**src/rtl/serial_subtractor_if.sv**
```systemverilog
// Handshake/operand/result bundle for the bit-serial subtractor.
// Latency: none (wires only).
// Backpressure: none; start is only honoured by the slave when it is not busy.
interface serial_subtractor_if #(
  parameter int WIDTH = 8
);
  logic             start;
  logic [WIDTH-1:0] a;
  logic [WIDTH-1:0] b;
  logic             busy;
  logic             done;
  logic [WIDTH-1:0] diff;
  logic             bout;
  logic             ovf;
  logic             zero;

  // Requester side: issues operands and start, observes status and results.
  modport master (
    output start, a, b,
    input  busy, done, diff, bout, ovf, zero
  );

  // Subtractor side.
  modport slave (
    input  start, a, b,
    output busy, done, diff, bout, ovf, zero
  );
endinterface

```
**src/rtl/serial_subtractor.sv**
```systemverilog
// Bit-serial subtractor: diff = a - b, LSB first, one full-subtractor cell and a registered borrow.
// Latency: start at edge E0 -> done high in the cycle after edge E_WIDTH; one result per WIDTH+1 cycles.
// Backpressure: start is ignored while busy; results hold until the next operation completes.
module serial_subtractor #(
  parameter int WIDTH = 8
) (
  input logic               clk,
  input logic               rst,
  serial_subtractor_if.slave io
);

  localparam int CW = $clog2(WIDTH + 1);

  typedef enum logic [1:0] {
    ST_IDLE  = 2'd0,
    ST_SHIFT = 2'd1,
    ST_DONE  = 2'd2
  } state_t;

  state_t           state_q;
  state_t           state_d;

  logic [WIDTH-1:0] sa_q;
  logic [WIDTH-1:0] sb_q;
  logic [WIDTH-1:0] res_q;
  logic             borrow_q;
  logic [CW-1:0]    cnt_q;
  logic             a_msb_q;
  logic             b_msb_q;

  logic [WIDTH-1:0] diff_q;
  logic             bout_q;
  logic             ovf_q;
  logic             zero_q;

  logic             accept;
  logic             last_bit;
  logic             d_bit;
  logic             borrow_nxt;
  logic [WIDTH-1:0] res_nxt;

  // A new operation is taken only when no operation is in flight.
  assign accept   = io.start && ((state_q == ST_IDLE) || (state_q == ST_DONE));
  assign last_bit = (state_q == ST_SHIFT) && (cnt_q == CW'(WIDTH - 1));

  // Full-subtractor cell on the current LSBs plus the registered borrow.
  always_comb begin
    d_bit      = sa_q[0] ^ sb_q[0] ^ borrow_q;
    borrow_nxt = (~sa_q[0] & sb_q[0]) | (~(sa_q[0] ^ sb_q[0]) & borrow_q);
    res_nxt    = {d_bit, res_q[WIDTH-1:1]};
  end

  // State register.
  always_ff @(posedge clk) begin
    if (rst) begin
      state_q <= ST_IDLE;
    end else begin
      state_q <= state_d;
    end
  end

  // Next-state logic: DONE lasts one cycle, or chains straight into a new operation.
  always_comb begin
    state_d = state_q;
    case (state_q)
      ST_IDLE:  if (accept) state_d = ST_SHIFT;
      ST_SHIFT: if (last_bit) state_d = ST_DONE;
      ST_DONE:  state_d = accept ? ST_SHIFT : ST_IDLE;
      default:  state_d = ST_IDLE;
    endcase
  end

  // Status outputs decode straight from state, so busy and done are exclusive.
  always_comb begin
    io.busy = (state_q == ST_SHIFT);
    io.done = (state_q == ST_DONE);
  end

  // Operand capture, serial shifting and result/flag update at completion.
  always_ff @(posedge clk) begin
    if (rst) begin
      sa_q     <= '0;
      sb_q     <= '0;
      res_q    <= '0;
      borrow_q <= 1'b0;
      cnt_q    <= '0;
      a_msb_q  <= 1'b0;
      b_msb_q  <= 1'b0;
      diff_q   <= '0;
      bout_q   <= 1'b0;
      ovf_q    <= 1'b0;
      zero_q   <= 1'b0;
    end else if (accept) begin
      sa_q     <= io.a;
      sb_q     <= io.b;
      res_q    <= '0;
      borrow_q <= 1'b0;
      cnt_q    <= '0;
      a_msb_q  <= io.a[WIDTH-1];
      b_msb_q  <= io.b[WIDTH-1];
    end else if (state_q == ST_SHIFT) begin
      sa_q     <= {1'b0, sa_q[WIDTH-1:1]};
      sb_q     <= {1'b0, sb_q[WIDTH-1:1]};
      res_q    <= res_nxt;
      borrow_q <= borrow_nxt;
      cnt_q    <= cnt_q + CW'(1);
      if (last_bit) begin
        diff_q <= res_nxt;
        bout_q <= borrow_nxt;
        zero_q <= (res_nxt == '0);
        // Overflow only possible when operand signs differ and the result sign flips away from a.
        ovf_q  <= (a_msb_q != b_msb_q) && (res_nxt[WIDTH-1] != a_msb_q);
      end
    end
  end

  assign io.diff = diff_q;
  assign io.bout = bout_q;
  assign io.ovf  = ovf_q;
  assign io.zero = zero_q;

endmodule

```
**src/flat_wrapper.sv**
```systemverilog
// flat-port wrapper written by rule: the top's interface ports become plain ports
module serial_subtractor_flat 
#(
  parameter int WIDTH = 8
)
  (clk, rst, io_start, io_a, io_b, io_busy, io_done, io_diff, io_bout, io_ovf, io_zero);
  serial_subtractor_if #(.WIDTH(WIDTH)) io_i ();
  input logic clk;
  input logic rst;
  input wire logic [$bits(io_i.start)-1:0] io_start;
  input wire logic [$bits(io_i.a)-1:0] io_a;
  input wire logic [$bits(io_i.b)-1:0] io_b;
  output wire logic [$bits(io_i.busy)-1:0] io_busy;
  output wire logic [$bits(io_i.done)-1:0] io_done;
  output wire logic [$bits(io_i.diff)-1:0] io_diff;
  output wire logic [$bits(io_i.bout)-1:0] io_bout;
  output wire logic [$bits(io_i.ovf)-1:0] io_ovf;
  output wire logic [$bits(io_i.zero)-1:0] io_zero;
  assign io_i.start = io_start;
  assign io_i.a = io_a;
  assign io_i.b = io_b;
  assign io_busy = io_i.busy;
  assign io_done = io_i.done;
  assign io_diff = io_i.diff;
  assign io_bout = io_i.bout;
  assign io_ovf = io_i.ovf;
  assign io_zero = io_i.zero;
  serial_subtractor #(.WIDTH(WIDTH)) u_core (.clk(clk), .rst(rst), .io(io_i));
endmodule
```
**config.mk**
```make
export PLATFORM = sky130hd
export DESIGN_NAME = serial_subtractor_flat
export DESIGN_NICKNAME = d
export VERILOG_FILES = /design/src/rtl/serial_subtractor_if.sv /design/src/rtl/serial_subtractor.sv /design/src/flat_wrapper.sv
export SDC_FILE = /design/constraint.sdc
export NUM_CORES = 1
export LEC_CHECK = 0
export ABC_CLOCK_PERIOD_IN_PS = 3750
export CAP_MARGIN = 15
export CORE_MARGIN = 4
export CORE_UTILIZATION = 23
export CTS_CLUSTER_SIZE = 8
export DETAILED_ROUTE_END_ITERATION = 12
export PLACE_DENSITY_LB_ADDON = 0.1
export SLEW_MARGIN = 30
export SYNTH_ARGS = -nofsm -noshare
export SYNTH_HDL_FRONTEND = slang
export SYNTH_SLANG_ARGS = --single-unit
```
**constraint.sdc**
```tcl
create_clock -name clk -period 3.75 [get_ports clk]
set_input_delay 0.9375 -clock clk [delete_from_list [all_inputs] [get_ports clk]]
set_output_delay 0.9375 -clock clk [all_outputs]
set_load 0.02 [all_outputs]
```
==> impl_metrics.toml <==
[grt]
grt_pass1_vias = 1465
grt_max_degree = 38
grt-busiest-layer = "met2"
grt_use_met1_pct = 13.8
antenna_found_initial = 0
grt_util_met3_pct = 2.48
met2_usage_pct = 16.7
overflow = 0
grt_usage_pct = 10.6
grt_pass1_wl_microns = 7320

[floorplanning]
num_rows = 31
start_util_pct = 23.6
pin_count = 32
dieHeight_microns = 94.2
fp.dieW_microns = 94.2
die_area_sq_mm = 0.00888
coreArea_sq_mm = 0.00725

[cells_and_area]
fillers = 800
nets = 246
antenna_cells = 0
layout_commonest_cell = "dfxtp_1"
layout_common_cells = "dfxtp_1 (43), clkdlybuf4s50_1 (31), a21oi_1 (28), nor3_1 (25), nand2_1 (20)"
syn_to_final_growth_pct = 28.2
drive_above_1_share_pct = 5.75

[clocking]
cts.repair.resized = 0
cts_setup_buffers = 0
clock-root-buffer = "clkbuf_8"
clkTransAtPathRegs_ns = 0.08
ctsHoldBuffers = 0
htree_levels = 2
cts_sinks = 43
cts_made_buffers = 5
cts_tree = "built"
clock_latency_ns = 0.30
cts_buffer_depth = 2

[placed_design]
io_buffers = 31
pre_cts_ws_ns = 1.28
dp_hpwl_microns = 2660
globalplace.congestion = 0.700

[synthesis]
synth_seq_cells = 43
synth_warnings = 0
seq_area_frac_synth_pct = 50.3
syn_inst = 200
synth_edf_count = 0
synth_top_flop_cell = "dfxtp_1"
synth_fp_nets = 221
async_reset_ff_share_pct = 0
syn_area_per_cell_sq_um = 8.55
synthesis.area_sq_mm = 0.00171
synth_cell_types = 27

[min_path]
hold_path_depth = 2
min_from = "u_core.a_msb_q"
hold_path.class = "register to register"

[power_and_ir_drop]
powerDensity_mw_per_mm2 = 451
leakage_nw = 0.729
ir_drop_mv = 0.141

[timing]
whs_ns = 0.471
finalHoldViolCount = 0
fmax_mhz = 409
min_period_over_period_pct = 65.2
grt_setup_unrepaired = "false"
setup-tns-final_ns = 0
slew_viol_final = 0
max-slew-margin-rel_pct = 66.4
worstMarginPinSlew_ns = 0.504
skew_ns = 0.0121
setup_ws_ns = 1.30
finalSetupViolCount = 0
min_period_ns = 2.45

[worst_setup_path]
crit_path_max_fanout = 5
worstPathCellList = "nand2b_1 -> inv_1 -> clkdlybuf4s50_1"
worstSetupPathDepth = 3
cp-start-kind = "register"
slowest_delay_ns = 0.59
required_ns = 2.81
crit_buf_inv = 2
worst_r2r_path_depth = 5
path_class = "register to primary output"
startpoint = "u_core.state_q[0]"
rrSetupSlack_ns = 2.13
reg2reg_to = "u_core.io.ovf"
cp_top_family = "buffers and inverters"
critPathCaptureType = "primary output"
slowest_stage = "clkdlybuf4s50_1"
worstSetupEndpoint = "io_busy"
arrival_ns = 1.51
reg2reg_from = "u_core.sb_q[0]"

[flow_run]
maxCapViolations = 0

[drt]
post_drt_wl_per_cell_microns = 13.3
routed_via_density = 4.47
drt_first_pass_iters = 4
drt_first_iter_violations = 52
ant_nets = 0
via_count = 1454
drt_wl_total_microns = 4330
drc = 0

[run_status]
outcome = "finished, final reports clean"
-- how the worst min path moves through the flow --
stage	endpoint	slack [ns]
finish	u_core.a_msb_q	0.47
global route	u_core.res_q[4]	0.49
CTS	u_core.a_msb_q	0.47
detailed placement	u_core.a_msb_q	0.46
global placement	u_core.sb_q[4]	0.46
floorplan	u_core.b_msb_q	0.45
-- area by class of cell --
| cell class | count | area [sq um] | share of cell area, % |
|---|---|---|---|
| clock buffers | 6 | 82.6 | 3.77 |
| multi-input cells | 136 | 731 | 33.3 |
| inverters | 3 | 11.3 | 0.514 |
| flip-flops and latches | 43 | 861 | 39.3 |
| well taps | 99 | 124 | 5.65 |
| clock inverters | 2 | 35.0 | 1.60 |
| repair buffers | 36 | 348 | 15.9 |
-- through the flow --
step                instance area, sq um  std cells  power [W]  util (%)
global route                        2190        325    0.00104      30.2
CTS                                 2190        325    0.00100      30.2
floorplan                           1710        200   0.000582         -
global placement                    2070        317   0.000623      28.6
detailed placement                  2070        317   0.000622      28.6
finish                              2190        325   0.000989      30.2
-- cells in the mapped netlist, types with 3 or more instances --
cell type  count  area (sq um)
inv_1          3          11.3
nand2_1       20          75.1
dfxtp_1       43           861
clkbuf_1       4          15.0
buf_4          4          30.0
a21oi_1       28           140
nand3_1       13          65.1
nor2_1         6          22.5
nand2b_1       3          18.8
a211oi_1       3          22.5
nor3_1        25           125
o21ai_0       10          50.1
o22ai_1       12          75.1
buf_2          8          40.0
-- power breakdown --
part | internal (W) | switching, W
clock | 0.000216 | 0.000163
sequential | 0.000477 | 0.0000124
combinational | 0.0000526 | 0.0000676
total | 0.000746 | 0.000243
-- worst register-to-register path, stage by stage, from the launching register on --
cell      delay, ns
dfxtp_1        0.33
inv_1          0.06
fa_1           0.59
and3b_1        0.23
a21oi_1        0.19
a211oi_1       0.10
-- per-layer routing --
layer,vias up,share of wire (%)
li1,760,-
met2,29,45
met3,5,3.5
met5,-,0
met4,0,1.4
met1,660,50
-- kinds of logic (layout without fill, tap and decap cells) --
kind of cell / after synthesis / in the layout / synth area share [%]
XOR/XNOR: 2 / 2 / 1.02
AO/OA/AOI/OAI: 55 / 55 / 17.7
flip-flops: 43 / 43 / 50.3
adder cells (fa/ha/maj): 2 / 2 / 1.90
AND/OR/NAND/NOR: 77 / 77 / 22.1
buffers and inverters: 21 / 47 / 6.95
-- registers in the layout, summed over array words and instances (netlist names) --
register and cells:
u_core.a_msb_q 1, u_core.b_msb_q 1, u_core.borrow_q 1, u_core.cnt_q 4, u_core.io.bout 1, u_core.io.diff 8
u_core.io.ovf 1, u_core.io.zero 1, u_core.res_q 7, u_core.sa_q 8, u_core.sb_q 8, u_core.state_q 2
(Power assumes the default switching activity.)
